`config.mk`:
```
export PLATFORM = sky130hd
export DESIGN_NAME = sram_frame_ctrl
export DESIGN_NICKNAME = d
export VERILOG_FILES = /design/src/rtl/sram_frame_ctrl.sv
export SDC_FILE = /design/constraint.sdc
export NUM_CORES = 1
export LEC_CHECK = 0
export BUFFER_PORTS_ARGS = -buffer_cell sky130_fd_sc_hd__buf_2
export CELL_PAD_IN_SITES_DETAIL_PLACEMENT = 1
export CELL_PAD_IN_SITES_GLOBAL_PLACEMENT = 1
export CORE_MARGIN = 1.5
export CORE_UTILIZATION = 45
export CTS_CLUSTER_DIAMETER = 150
export DETAILED_ROUTE_END_ITERATION = 6
export GPL_ROUTABILITY_DRIVEN = 0
export PLACE_DENSITY = 0.81
export SYNTH_ARGS = -nofsm -noshare
export SYNTH_HDL_FRONTEND = slang
export SYNTH_SLANG_ARGS = --single-unit
```
`constraint.sdc`:
```
create_clock -name iCLK -period 6.85 [get_ports iCLK]
set_clock_uncertainty 0.2 [all_clocks]
set_input_delay 1.37 -clock iCLK [delete_from_list [all_inputs] [get_ports iCLK]]
set_output_delay 1.37 -clock iCLK [all_outputs]
set_load 0.02 [all_outputs]
```
`src/rtl/sram_frame_ctrl.sv`:
```
// rtl/sram_frame_ctrl.sv - camera pixel FIFO, SRAM write sequencing and display read interleave
// Drives the SRAM interface control-state/address/data inputs; returns read data with fixed latency.
module sram_frame_ctrl #(
    parameter int ADDR_W      = 18,
    parameter int DATA_W      = 16,
    parameter int FRAME_WORDS = 76800,
    parameter int FIFO_DEPTH  = 8
) (
    input  logic              iCLK,
    input  logic              iRST,
    input  logic              iFrameStart,
    input  logic              iPixValid,
    input  logic [DATA_W-1:0] iPixData,
    input  logic              iRdReq,
    input  logic [ADDR_W-1:0] iRdAddr,
    output logic              oRdAck,
    output logic              oRdValid,
    output logic [DATA_W-1:0] oRdData,
    output logic              oControlState,
    output logic [ADDR_W-1:0] oMemoryWriteAddress,
    output logic [ADDR_W-1:0] oMemoryReadAddress,
    output logic [DATA_W-1:0] oMemoryData,
    input  logic [DATA_W-1:0] iMemoryData,
    output logic              oFrameDone,
    output logic              oOverflow
);
    localparam int PW = $clog2(FIFO_DEPTH);
    localparam int CW = PW + 1;
    localparam logic [CW-1:0]     HALF = CW'(FIFO_DEPTH / 2);
    localparam logic [CW-1:0]     FULL = CW'(FIFO_DEPTH);
    localparam logic [ADDR_W-1:0] LAST = ADDR_W'(FRAME_WORDS - 1);

    typedef enum logic [2:0] {IDLE, WR, WRH, RD0, RD1} state_t;

    state_t            state;
    logic [DATA_W-1:0] fifo_mem [FIFO_DEPTH];
    logic [PW-1:0]     wr_ptr, rd_ptr;
    logic [CW-1:0]     count;
    logic [ADDR_W-1:0] wcnt;
    logic              cap_pend;

    logic              arb, go_wr, go_rd, push, wrap, inc;
    logic [CW-1:0]     eff_count;
    logic [ADDR_W-1:0] wcnt_next;

    // A frame start flushes the FIFO, so arbitration sees it as empty that cycle.
    always_comb begin
        arb       = (state == IDLE) || (state == WRH) || (state == RD1);
        eff_count = iFrameStart ? '0 : count;
        go_wr     = arb && ((eff_count >= HALF) || (!iRdReq && (eff_count != '0)));
        go_rd     = arb && !go_wr && iRdReq;
        push      = iPixValid && (iFrameStart || (count != FULL) || go_wr);
        inc       = (state == WRH);
        wrap      = (wcnt == LAST);
        wcnt_next = wcnt;
        if (iFrameStart)
            wcnt_next = '0;
        else if (inc)
            wcnt_next = wrap ? '0 : wcnt + ADDR_W'(1);
    end

    always_ff @(posedge iCLK) begin
        if (push)
            fifo_mem[iFrameStart ? '0 : wr_ptr] <= iPixData;
    end

    always_ff @(posedge iCLK) begin
        if (iRST) begin
            state               <= IDLE;
            wr_ptr              <= '0;
            rd_ptr              <= '0;
            count               <= '0;
            wcnt                <= '0;
            cap_pend            <= 1'b0;
            oRdAck              <= 1'b0;
            oRdValid            <= 1'b0;
            oRdData             <= '0;
            oControlState       <= 1'b0;
            oMemoryWriteAddress <= '0;
            oMemoryReadAddress  <= '0;
            oMemoryData         <= '0;
            oFrameDone          <= 1'b0;
            oOverflow           <= 1'b0;
        end else begin
            if (iFrameStart) begin
                rd_ptr <= '0;
                wr_ptr <= push ? PW'(1) : '0;
                count  <= push ? CW'(1) : '0;
            end else begin
                if (push)
                    wr_ptr <= wr_ptr + PW'(1);
                if (go_wr)
                    rd_ptr <= rd_ptr + PW'(1);
                count <= count + CW'(push) - CW'(go_wr);
            end
            oOverflow  <= oOverflow | (iPixValid && !push);
            wcnt       <= wcnt_next;
            oFrameDone <= inc && wrap;

            oControlState <= go_wr;
            oRdAck        <= go_rd;
            if (go_wr) begin
                oMemoryData         <= fifo_mem[rd_ptr];
                oMemoryWriteAddress <= wcnt_next;
            end
            if (go_rd)
                oMemoryReadAddress <= iRdAddr;

            case (state)
                WR:      state <= WRH;
                RD0:     state <= RD1;
                default: state <= go_wr ? WR : (go_rd ? RD0 : IDLE);
            endcase

            // SRAM interface registers the word at the end of RD1; take it one edge later.
            cap_pend <= (state == RD1);
            oRdValid <= cap_pend;
            if (cap_pend)
                oRdData <= iMemoryData;
        end
    end
endmodule

```
After elaboration in Yosys (flattened, before gate mapping)
Memories as Yosys holds them, arrays and structs flattened. A register that Yosys moved wholly into a read port is not among the register bits.
Cells that the tools add are included.
{"block": "op_classes", "n_mul": 0, "n_lt_le_gt_ge": 1, "bitwise": 1, "div_mod_pow": 0, "n_addsub": 5, "n_shift": 0, "n_reduce_logical": 19, "n_mux": 15, "n_eq_ne": 6}
{"cell": "2-to-1 mux 18 bit", "count": 3}
{"cell": "adder 18 x 1 -> 18 bit (second input constant)", "count": 1}
{"cell": "== test 18 x 17 -> 1 bit (second input constant)", "count": 1}
{"cell": "2-to-1 mux 3 bit", "count": 3}
{"cell": "2-to-1 mux 4 bit", "count": 2}
{"cell": "logical AND 1 bit", "count": 7}
{"cell": "adder 3 x 1 -> 3 bit (second input constant)", "count": 2}
{"cell": "== test 3 x 2 -> 1 bit (second input constant)", "count": 2}
{"cell": "case mux 3 bit (2 select lines)", "count": 1}
{"cell": "logical OR 1 bit", "count": 5}
{"cell": "adder 4 x 1 -> 4 bit", "count": 1}
{"cell": "greater-or-equal comparator 4 x 3 -> 1 bit (second input constant)", "count": 1}
{"cell": "2-to-1 mux 1 bit", "count": 4}
{"cell": "2-to-1 mux 2 bit", "count": 2}
{"cell": "inequality test 4 bit (second input constant)", "count": 1}
{"cell": "nonzero test 4 bit", "count": 1}
{"cell": "subtractor 4 x 1 -> 4 bit", "count": 1}
{"cell": "== test 3 x 1 -> 1 bit (second input constant)", "count": 1}
{"cell": "== test 3 bit (second input constant)", "count": 1}
{"cell": "logical NOT 1 bit", "count": 3}
{"cell": "logical NOT 3 bit", "count": 1}
{"cell": "nonzero test 2 bit", "count": 1}
{"cell": "OR reduction 2 bit", "count": 1}
{"cell": "bitwise OR 1 bit", "count": 1}
{"block": "word_totals", "ram_bits": 128, "n_memories": 1, "elab_cells": 62, "out_inout_bits": 73, "mem_bits_ro": 0, "regBits": 89, "latchBits": 0}
{"name": "fifo_mem", "depth": 8, "word_bits": 16, "read_ports": 1, "rd_clocked_by_memory_dff": 1, "wr": 1, "line": "36", "source": "logic [DATA_W-1:0] fifo_mem [FIFO_DEPTH];"}

Longest topological paths before layout
{"block": "depth", "ltp_word": 11, "ltp_mapped": 10, "mapped_depth_nobuf": 10}

Worst setup path before layout
Ideal clock, no wire load.
{"block": "synth_timing", "kind": "in2reg", "startpoint": "input iRdReq", "endpoint": "memory fifo_mem[1][0] (enable)", "t_arrival_ns": 3.865, "path_slack_ns": 2.355, "stages": 4, "cell_sequence": "o21bai_1 > a211oi_2 > o21ai_1 > nor4_1"}
{"block": "synth_between", "elab_chain_len": 8}
{"element": "start: declaration", "line": "14", "source": "input logic iRdReq,"}
{"element": "logical NOT 1 bit", "line": "50", "source": "go_wr = arb && ((eff_count >= HALF) || (!iRdReq && (eff_count != '0)));"}
{"element": "logical AND 1 bit", "line": "50"}
{"element": "logical OR 1 bit", "line": "50"}
{"element": "logical AND 1 bit", "line": "50"}
{"element": "logical OR 1 bit", "line": "52", "source": "push = iPixValid && (iFrameStart || (count != FULL) || go_wr);"}
{"element": "logical AND 1 bit", "line": "52"}
{"element": "2-to-1 mux 1 bit", "line": "63", "source": "if (push)"}
{"element": "2-to-1 mux 1 bit", "line": "64", "source": "fifo_mem[iFrameStart ? '0 : wr_ptr] <= iPixData;"}
{"element": "end: declaration", "line": "36"}
Every way passes these cells.

Final worst setup path
Same ends and word-level chain as after synthesis.

==> metrics.md <==
| Metric | Value |
|---|---|
| Die H | `144 um` |
| Post-CTS Hold Buffers | `0` |
| Min-delay src | `oMemoryReadAddress[2]` |
| Outcome | `completed` |
| Synthesized cell area | `8910 um2` |
| Share of layout cells above drive strength 1 | `29.8%` |
| First-pass GRT wire length | `32.5 mm` |
| Pwr Total | `0.00318 W` |
| Overall Global Routing Usage | `20.6%` |
| Cell depth of the worst hold path | `2` |
| Setup violations, final | `0` |
| H-tree depth | `1` |
| FF-to-FF path depth | `6` |
| CP arrival | `3580 ps` |
| Vias post-DR | `5,687` |
| CTS clk-pin slew, worst paths | `60 ps` |
| Gr ovfl total | `0` |
| Num Clock Sinks | `233` |
| CP max FO | `54` |
| Initial antenna violation count | `0` |
| Critical path's most frequent cell | `buf_4` |
| Max cap viols | `0` |
| Die width | `144 um` |
| Kind of end point of the critical path | `register` |
| Row count | `51` |
| Critical Path RT | `6860 ps` |
| Area share of the leading cell type in the synthesized netlist | `43.1%` |
| Routed WL per cell | `20.1 um` |
| DIE AREA | `20,700 um2` |
| Largest net degree at the start of global routing | `55` |
| Worst vdd ir | `0.240 mV` |
| Critical path cell sequence | `buf_2 -> o21bai_1 -> a211oi_4 -> buf_4 -> o21ai_1 -> nor4_2 -> buf_4` |
| Drt pass-1 iters | `4` |
| Commonest cells in the netlist | `128 x edfxtp_1, 105 x dfxtp_1, 77 x nor2_1` |
| Util after Layout | `55.0%` |
| Top_reg_cell synth | `edfxtp_1` |
| Inserted Clock Buffers | `25` |
| RSZ-0062 raised after global routing | `false` |
| Critical path class | `in -> reg` |
| Post-synth EDFFs | `128` |
| Min-delay worst type | `reg -> reg` |
| P per Cell Area | `297 nW/um2` |
| Synth Warn # | `0` |
| I/O Buffers | `127` |
| Sequential Power Share | `48.5%` |
| Clk Latency, worst-skew pair | `530 ps` |
| WHS Endpoint | `oMemoryReadAddress[2]` |
| Critical path's largest stage delay | `540 ps` |
| CP max-delay cell | `buf_4` |
| Psw | `0.000725 W` |
| Internal | `0.00245 W` |
| Ys async rst share | `0%` |
| Leak | `3.87 nW` |
| IO Pins | `128` |
| Final hold violations | `0` |
| N_diodes | `0` |
| Core Region | `19,500 um2` |
| Clock Root Buffer | `clkbuf_16` |
| Period utilization | `52.1%` |
| FF-to-FF setup slack | `3830 ps` |
| Clock power frac | `43.7%` |
| Post-cts resize count | `0` |
| Cell taking the most area after synthesis | `edfxtp_1` |
| RR Endpoint | `fifo_mem[1][0]` |
| Starting Density | `45.8%` |
| Drc violations | `0` |
| Count leader, synth | `edfxtp_1` |
| Fin crit period | `3570 ps` |
| Clock Path Buffers | `3` |
| Final Max Slew Viols | `0` |
| 1st-iter DRT viols | `233` |
| Setup TNS Final | `0 ps` |
| Final WL | `21.1 mm` |
| Gate Count Post-Synth | `637` |
| Crit path launch type | `input pin` |
| Synth Net Count | `700` |
| Post-DRT Antenna Nets | `0` |
| Post-synthesis sequential area ratio | `66.7%` |
| Vias per inst | `5.43` |
| Mean Syn Cell Area | `14.0 um2` |
| Area Overhead vs Synth | `20.1%` |
| Switching power share of the total | `22.8%` |
| CTS tree | `done` |
| Worst r2r src | `count[1]` |
| Worst-margin pin slew | `1190 ps` |
| Count of cell types in the netlist | `55` |
| Vias in the first global route | `6,001` |
| Hold Worst Slack | `257 ps` |
| Slew margin rel. | `20.5%` |
| Combinational Power Share | `7.7%` |
| Max frequency | `280 MHz` |
| FF+latch count, synth | `233` |
| Postcts setup bufs | `0` |
| Top cells by area, synth | `edfxtp_1 43%, dfxtp_1 24%, mux4_2 8.1%` |
| Final nets | `829` |
| DP HPWL | `13.6 mm` |
-- worst max-delay path by stage --
stage | startpoint | end | slack [ps]
6_report | iRdReq | fifo_mem[1][0] | 3280
5_1_grt | iRdReq | fifo_mem[1][0] | 3140
4_1_cts | iRdReq | fifo_mem[1][3] | 3290
3_5_place_dp | iRdReq | fifo_mem[1][4] | 2780
3_3_place_gp | iRdReq | fifo_mem[1][14] | 2980
2_1_floorplan | iRdReq | fifo_mem[1][0] | 2360
-- per-stage QoR --
stage | cells | setup WS, ps | cell area (um2)
4_1_cts | 1048 | 3290 | 10700
3_3_place_gp | 1004 | 2980 | 9840
3_5_place_dp | 1004 | 2780 | 9840
6_report | 1048 | 3280 | 10700
2_1_floorplan | 637 | 2360 | 8910
5_1_grt | 1048 | 3140 | 10700
-- power groups by stage --
| stage | clock network [W] | logic, W | registers [W] |
|---|---|---|---|
| floorplan | 0 | 0.000126 | 0.00160 |
| global placement | 0 | 0.000231 | 0.00157 |
| detailed placement | 0 | 0.000244 | 0.00157 |
| CTS | 0.00141 | 0.000249 | 0.00154 |
| global route | 0.00146 | 0.000269 | 0.00155 |
| finish | 0.00139 | 0.000246 | 0.00154 |
-- worst max-delay path, delay by kind of cell --
family                 cells  cell delay [ps]
AO/OA/AOI/OAI              3              840
AND/OR/NAND/NOR            1              330
buffers and inverters      3             1020
-- routing by layer --
layer  vias up  track usage [%]  wire length, um
met5         -                0                0
met4         0             6.61              606
met3        43             3.07              918
met2       142             37.8            10900
met1      2889             24.8             8640
li1       2613                -                -
-- registers in the layout (all words and copies together), names as in the netlist, 3 cells and up --
name / flops
oMemoryWriteAddress: 18
oMemoryReadAddress: 18
wr_ptr: 3
count: 4
rd_ptr: 3
wcnt: 18
oMemoryData: 16
state: 3
oRdData: 16
fifo_mem: 128
-- cell usage in the layout (no fill, tap or decap), types with 3 or more instances in the layout --
| master | synthesis | routed |
|---|---|---|
| edfxtp_1 | 128 | 128 |
| buf_2 | 11 | 127 |
| dfxtp_1 | 105 | 103 |
| nor2_1 | 77 | 77 |
| nand2_1 | 53 | 53 |
| mux2i_1 | 34 | 34 |
| mux4_2 | 32 | 32 |
| a21oi_1 | 28 | 28 |
| clkbuf_16 | 0 | 26 |
| a211oi_1 | 24 | 24 |
| xor2_1 | 12 | 12 |
| buf_4 | 0 | 11 |
| nand3_1 | 10 | 10 |
| nand3b_1 | 9 | 9 |
| inv_1 | 8 | 8 |
| nand4_1 | 8 | 8 |
| xnor2_1 | 8 | 8 |
| ha_1 | 7 | 7 |
| clkbuf_8 | 0 | 7 |
| nor3_1 | 8 | 5 |
| clkbuf_1 | 19 | 4 |
| nor3_2 | 0 | 3 |
| o21ai_0 | 3 | 3 |
| a21o_1 | 3 | 3 |
| and3_1 | 3 | 3 |
| o41ai_1 | 3 | 3 |
| clkinv_2 | 0 | 3 |
-- final cells by class --
cell class | instances | area [um2]
Timing Repair Buffer | 138 | 718
Inverter | 8 | 30.0
Clock inverter | 7 | 104
Tap cell | 265 | 332
Multi-Input combinational cell | 360 | 2810
Sequential cell | 233 | 5950
Fill cell | 1956 | 8760
Clock buffer | 37 | 762
-- cell families (layout without fill, tap and decap cells) --
group,count (synthesis),count (layout),synth area share [%]
flip-flops,233,233,66.7
AND/OR/NAND/NOR,190,190,10.3
AO/OA/AOI/OAI,76,76,5.77
multiplexers,66,66,11.9
buffers and inverters,44,190,2.18
XOR/XNOR,20,20,1.97
adder cells (fa/ha/maj),8,8,1.21
Power figures use the tool's default switching activity.
